**config.mk**
```make
export PLATFORM = sky130hd
export DESIGN_NAME = parity_frame_rx
export DESIGN_NICKNAME = d
export VERILOG_FILES = /design/src/rtl/parity_frame_rx.sv
export SDC_FILE = /design/constraint.sdc
export NUM_CORES = 1
export LEC_CHECK = 0
export CORE_MARGIN = 4
export CORE_UTILIZATION = 35
export DETAILED_ROUTE_END_ITERATION = 7
export HOLD_SLACK_MARGIN = 0.05
export PLACE_DENSITY_LB_ADDON = 0.3
export SLEW_MARGIN = 5
export SYNTH_ARGS = -nofsm -noshare
export SYNTH_HDL_FRONTEND = slang
export SYNTH_SLANG_ARGS = --single-unit
```
**constraint.sdc**
```tcl
create_clock -name clk -period 2.15 [get_ports clk]
set_input_delay 0.215 -clock clk [delete_from_list [all_inputs] [get_ports clk]]
set_output_delay 0.215 -clock clk [all_outputs]
set_load 0.01 [all_outputs]
```
**src/rtl/parity_frame_rx.sv**
```systemverilog
// Even-parity serial frame receiver: start, DATA_W data bits LSB first, parity, stop.
// Optional error counter port err_count is enabled by defining ERR_CNT_EN.
module parity_frame_rx #(
    parameter int DATA_W = 32,
    parameter int CNT_W  = 16
) (
    input  logic              clk,
    input  logic              rst_n,
    input  logic              bit_en,
    input  logic              serial_in,
    output logic [DATA_W-1:0] data_out,
    output logic              parity_err,
    output logic              frame_err,
    output logic              out_valid,
    input  logic              out_ready,
    output logic              overrun,
`ifdef ERR_CNT_EN
    output logic [CNT_W-1:0]  err_count,
`endif
    output logic              busy
);

    localparam int BCNT_W = (DATA_W > 2) ? $clog2(DATA_W) : 1;
    localparam logic [BCNT_W-1:0] LAST_BIT = BCNT_W'(DATA_W - 1);

    if (DATA_W < 2 || CNT_W < 1) begin : g_bad_param
        $error("parity_frame_rx: DATA_W must be >= 2 and CNT_W >= 1");
    end

    typedef enum logic [1:0] {
        IDLE,
        DATA,
        PARITY,
        STOP
    } state_t;

    state_t              state_q, state_d;
    logic [DATA_W-1:0]   shift_q, shift_d;
    logic [BCNT_W-1:0]   bcnt_q, bcnt_d;
    logic                par_q, par_d;
    logic                perr_q, perr_d;
    logic [DATA_W-1:0]   data_q, data_d;
    logic                perr_out_q, perr_out_d;
    logic                ferr_out_q, ferr_out_d;
    logic                valid_q, valid_d;
    logic                ovr_q, ovr_d;
    logic                commit;
`ifdef ERR_CNT_EN
    logic [CNT_W-1:0]    err_cnt_q, err_cnt_d;
`endif

    always_ff @(posedge clk) begin
        if (!rst_n) begin
            state_q    <= IDLE;
            shift_q    <= '0;
            bcnt_q     <= '0;
            par_q      <= 1'b0;
            perr_q     <= 1'b0;
            data_q     <= '0;
            perr_out_q <= 1'b0;
            ferr_out_q <= 1'b0;
            valid_q    <= 1'b0;
            ovr_q      <= 1'b0;
`ifdef ERR_CNT_EN
            err_cnt_q  <= '0;
`endif
        end else begin
            state_q    <= state_d;
            shift_q    <= shift_d;
            bcnt_q     <= bcnt_d;
            par_q      <= par_d;
            perr_q     <= perr_d;
            data_q     <= data_d;
            perr_out_q <= perr_out_d;
            ferr_out_q <= ferr_out_d;
            valid_q    <= valid_d;
            ovr_q      <= ovr_d;
`ifdef ERR_CNT_EN
            err_cnt_q  <= err_cnt_d;
`endif
        end
    end

    always_comb begin
        state_d    = state_q;
        shift_d    = shift_q;
        bcnt_d     = bcnt_q;
        par_d      = par_q;
        perr_d     = perr_q;
        data_d     = data_q;
        perr_out_d = perr_out_q;
        ferr_out_d = ferr_out_q;
        valid_d    = valid_q;
        ovr_d      = ovr_q;
        commit     = 1'b0;

        if (valid_q && out_ready) begin
            valid_d = 1'b0;
        end

        if (bit_en) begin
            unique case (state_q)
                IDLE: begin
                    if (!serial_in) begin
                        state_d = DATA;
                        bcnt_d  = '0;
                        par_d   = 1'b0;
                    end
                end
                DATA: begin
                    shift_d = {serial_in, shift_q[DATA_W-1:1]};
                    par_d   = par_q ^ serial_in;
                    bcnt_d  = bcnt_q + 1'b1;
                    if (bcnt_q == LAST_BIT) begin
                        state_d = PARITY;
                    end
                end
                PARITY: begin
                    perr_d  = par_q ^ serial_in;
                    state_d = STOP;
                end
                STOP: begin
                    commit  = 1'b1;
                    state_d = IDLE;
                end
                default: state_d = IDLE;
            endcase
        end

        // A word being accepted this cycle frees the slot for the incoming frame.
        if (commit) begin
            if (!valid_q || out_ready) begin
                data_d     = shift_q;
                perr_out_d = perr_q;
                ferr_out_d = ~serial_in;
                valid_d    = 1'b1;
            end else begin
                ovr_d = 1'b1;
            end
        end
    end

`ifdef ERR_CNT_EN
    // Dropped frames count too; saturates rather than wrapping.
    always_comb begin
        err_cnt_d = err_cnt_q;
        if (commit && (perr_q || !serial_in) && (err_cnt_q != '1)) begin
            err_cnt_d = err_cnt_q + 1'b1;
        end
    end

    assign err_count = err_cnt_q;
`endif

    assign data_out   = data_q;
    assign parity_err = perr_out_q;
    assign frame_err  = ferr_out_q;
    assign out_valid  = valid_q;
    assign overrun    = ovr_q;
    assign busy       = (state_q != IDLE);

endmodule

```
==> run metrics, run 1 <==
status completed; routability congestion estimate from global placement 0.695; Antenna Nets Post-Route 0; share of the synthesized area in the top cell type 53.3%; first-pass GRT wire length 9660 microns; post_cts resized 0; Final period util 91.7%; crit end category output port; Worst Slack Setup Final 0.179 ns; Detailed Route Iter0 Violations 103; flop and latch count out of synthesis 77; most used cell, CP inv_1; clk root buf clkbuf_8; worst-path cell chain inv_1, ha_1, inv_1, clkdlybuf4s50_1; CTS Buf Count 9; Syn Inst Count 355; Longest Clk Path Bufs 2; Placement Setup Slack 0.373 ns; Worst-Margin Slew 0.397 ns; layout cells sized above 1 7.63%; Slowest cell on crit path clkdlybuf4s50_1; Die Wd 98.9 microns; average wire per cell in the routed design 11.7 microns; RSZ-0062 raised after global routing false; # placed instances 479; First-pass DRT Iterations 4; Via-to-Cell Ratio 4.73; CTS Hold Bufs 0; worst stage delay on the critical path 0.53 ns; Seq/Total Area, Yosys 53.3%; via count of the first global-routing pass 2091; Synth area leader dfxtp_1; top cells by area, synth dfxtp_1 (53%), nand2_1 (17%), a21oi_1 (12%); CTS H-Tree Depth 3; Worst EP arrival 1.76 ns; Lkg Pwr 1.18 nW; # IOs 42; postcts setup bufs 0; Rows 32; most frequent cell after synthesis nand2_1; Residual DRC 0; GRT Total Usage 12.1%; Die Height 98.9 microns; Period minus WS final 1.97 ns; ys async rst share 0%; final hold vios 0; Hold Path Class flop to flop; Nets 399; VDD IR-drop max 0.000412 V; initial antenna violation count 0; number of synthesized flops with an enable pin 0; global route total overflow 0; PD cells 784 nW/um^2; Ys Warns 0; hpwl dp 3650 microns; total power 2.81 mW; Final Max Slew Viols 0; worst skew pair latency 0.35 ns; vias 2341; Final Skew 0.00675 ns; Sink Count 77; Final Non-Filler Cells 495; area growth from synthesis to layout 23.8%; synthesized cell area 2890 sq um; core area 7890 sq um; fillers 817; WP data required 1.93 ns; port buffer count 41; Clock Pin Slew Worst Setup and Hold Paths 0.08 ns; final setup TNS 0 ns; n_diodes 0; crit path kind flop to output port; Worst setup SP type flop; die area 9780 sq um; Distinct cells, synth 35; worst-path fanout max 9; Synth Flop Type dfxtp_1; largest net degree at the start of global routing 47; CTS tree done; maxcap violations 0; WL final 5780 microns; Avg Cell Area, Syn 8.15 sq um; most frequent cells after synthesis nand2_1 (132), dfxtp_1 (77), a21oi_1 (71); Post-Syn Nets 366; Slew headroom 73.4%; Final setup viols 0; Max Fclk 0.507 GHz; Initial Util 36.7%
## through the flow
stage / hold WS, ns / instance area [sq um] / util [%]
global placement: 0.444 / 3350 / 42.5
detailed placement: 0.450 / 3350 / 42.5
global route: 0.473 / 3580 / 45.4
floorplan: 0.432 / 2890 / -
finish: 0.455 / 3580 / 45.4
CTS: 0.462 / 3580 / 45.4
## cell usage in the layout (no fill, tap or decap), types with 2 or more instances in the layout
cell and instances:
inv_6 2, inv_1 4, a22oi_1 2, nor2b_1 2
buf_4 4, nand2_1 132, buf_12 2, nor2_1 10
mux2i_1 2, a21oi_1 71, clkbuf_8 10, clkdlybuf4s50_1 41
ha_1 6, bufinv_16 2, nand3_1 3, nor3_1 2
dfxtp_1 77
## area by class of cell
class / count / area, sq um / share of cell area (%)
sequential: 77 / 1540 / 43.0
multi-input combinational: 248 / 1180 / 33.0
timing repair buffer: 47 / 480 / 13.4
clock buffer: 10 / 138 / 3.84
tap: 102 / 128 / 3.56
clock inverter: 6 / 93.8 / 2.62
inverter: 5 / 18.8 / 0.524
## critical path: cells and delay by family, from the launching register on
family     cells  cell delay (ns)
buf+inv        3             0.71
fa+ha+maj      1             0.32
flops          1             0.38
## power by group
group | switching, mW | total [mW] | internal, mW
Combinational | 0.0924 | 0.136 | 0.0441
Clock | 0.539 | 1.23 | 0.695
Sequential | 0.00589 | 1.44 | 1.43
Total | 0.637 | 2.81 | 2.17
## layer usage
layer	track usage, %	routed length [microns]	vias to the layer above
met4	3.78	61	0
met1	15.2	2810	1070
li1	-	-	1214
met3	5.10	291	4
met2	18.6	2620	53
met5	0	0	-
## logic make-up after synthesis
group / after synthesis / share of synthesized area [%]
AND/OR/NAND/NOR: 156 / 21.6
adder cells (fa/ha/maj): 6 / 2.60
multiplexers: 2 / 0.692
XOR/XNOR: 1 / 0.303
buffers and inverters: 30 / 5.88
flip-flops: 77 / 53.3
AO/OA/AOI/OAI: 83 / 15.6
## final timing paths
kind,start,endpoint,slack (ns),cells past startpoint
max,state_q[0],busy,0.18,4
min,data_out[16],data_out[16],0.45,2
max reg2reg,bcnt_q[0],state_q[1],0.54,6
min reg2reg,data_out[16],data_out[16],0.45,2
## sequential cells by signal (all words and copies together), names as in the netlist
name        flops
data_out       32
parity_err      1
state_q         2
shift_q        32
frame_err       1
par_q           1
bcnt_q          5
perr_q          1
overrun         1
out_valid       1
(Power assumes the default switching activity.)
==> inputs of run 2 (changes only) <==
HOLD_SLACK_MARGIN = 0.1   (was 0.05)
==> results of run 2 <==
Same layout as run 1: the final DEF is identical, and so are final timing and power.
==> inputs of run 3 (changes only) <==
CORE_UTILIZATION = 40   (was 35)
CTS_CLUSTER_SIZE = 40   (was not set)
MAX_ROUTING_LAYER = met4   (was not set)
==> run 3 against run 2 <==
Sequential share of layout area rose by 0.58 points. Clock-buffer cell count unchanged. Largest cell class unchanged. Power down 9.7%. Sequential power hardly changed. Clock skew is 0.00057 ns higher. Die area shrank 12%. Maximum frequency grew 1.2%. Hold slack got worse by 0.00076 ns.
==> run metrics, run 3 (synthesis gave the netlist of run 1 again) <==
Hold Path Class flop to flop; Antenna Nets Post-Route 0; CP delay by family, top buffers and inverters; Longest Clk Path Bufs 2; area growth from synthesis to layout 22.1%; Rows 30; Sink Count 77; most used cell, CP inv_1; routability congestion estimate from global placement 0.749; Period minus WS final 1.95 ns; post_cts resized 0; GRT Total Usage 14.7%; crit path kind flop to output port; die area 8660 sq um; Lkg Pwr 1.16 nW; worst-path fanout max 9; Worst EP arrival 1.73 ns; hpwl dp 3650 microns; Final setup viols 0; via count of the first global-routing pass 2249; largest net degree at the start of global routing 78; average wire per cell in the routed design 11.5 microns; global route total overflow 0; port buffer count 41; Residual DRC 0; Die Wd 93.0 microns; worst skew pair latency 0.34 ns; Worst setup SP type flop; commonest cells after routing, fill and taps aside nand2_1 (132), dfxtp_1 (77), a21oi_1 (71), clkdlybuf4s50_1 (41); Final period util 90.6%; maxcap violations 0; CTS Buf Count 9; vias 2371; # IOs 42; First-pass DRT Iterations 4; CTS tree done; total power 2.54 mW; Die Height 93.0 microns; Worst-Margin Slew 0.352 ns; fillers 715; Initial Util 41.9%; n_diodes 0; Via-to-Cell Ratio 4.83; PD cells 718 nW/um^2; Multi-input gate area 1180 sq um; clk root buf clkbuf_8; WP data required 1.93 ns; Slowest cell on crit path clkdlybuf4s50_1; status completed; worst stage delay on the critical path 0.53 ns; crit end category output port; VDD IR-drop max 0.000342 V; final setup TNS 0 ns; Detailed Route Iter0 Violations 101; Slew headroom 76.5%; Clock Pin Slew Worst Setup and Hold Paths 0.08 ns; CTS H-Tree Depth 3; CP bufs+invs 3; Final Max Slew Viols 0; Max Fclk 0.513 GHz; first-pass GRT wire length 9990 microns; CTS Hold Bufs 0; register area 1540 sq um; postcts setup bufs 0; final hold vios 0; Nets 401; WL final 5660 microns; initial antenna violation count 0; layout cells sized above 1 8.10%; core area 6910 sq um; commonest non-fill, non-tap cell in the layout nand2_1; Final Skew 0.00731 ns; worst-path cell chain inv_1, ha_1, inv_1, clkdlybuf4s50_1; RSZ-0062 raised after global routing false
==> run 3: cell count changes in the layout (fill, tap and decap cells not counted) <==
cell        before  now
inv_6            2    0
buf_4            4    6
clkinvlp_4       1    2
bufinv_16        2    0
clkinv_2         0    3
==> run 3: final cells by class <==
| type | instances | area share [%] |
|---|---|---|
| timing repair buffer | 49 | 14.0 |
| inverter | 5 | 0.531 |
| multi-input combinational | 248 | 33.4 |
| clock buffer | 10 | 3.90 |
| tap | 96 | 3.40 |
| clock inverter | 6 | 1.10 |
| sequential | 77 | 43.6 |
==> run 3: report_power, final <==
part,internal (mW),switching [mW],leakage (nW)
sequential,1.43,0.00568,0.620
combinational,0.0461,0.0918,0.456
clock,0.445,0.516,0.0880
==> run 3: per-stage QoR <==
step | hold slack (ns) | util, % | worst slack [ns] | instances | area, sq um
global route | 0.476 | 51.2 | 0.120 | 491 | 3530
detailed placement | 0.446 | 48.6 | 0.437 | 475 | 3360
floorplan | 0.432 | - | 0.669 | 355 | 2890
finish | 0.454 | 51.2 | 0.202 | 491 | 3530
global placement | 0.443 | 48.6 | 0.515 | 475 | 3360
CTS | 0.457 | 51.2 | 0.171 | 491 | 3530
==> run 3: path summary, 6_finish.rpt <==
kind,start,endpoint,slack (ns),cells past startpoint
worst max-delay path,state_q[0],busy,0.20,4
worst min-delay path,data_out[11],data_out[11],0.45,2
worst max register to register,bcnt_q[0],state_q[1],0.54,6
worst min register to register,data_out[11],data_out[11],0.45,2
==> run 3: worst min-delay path: stages, from the launching register on <==
cell and delay (ns):
dfxtp_1 0.31, nand2_1 0.05, a21oi_1 0.05
==> run 3: layer usage <==
layer	track usage, %	share of wire, %	vias up
met2	23.1	47	41
met5	-	0	-
met1	18.1	48	1102
li1	-	-	1221
met3	4.02	3.7	7
met4	5.86	1.5	0
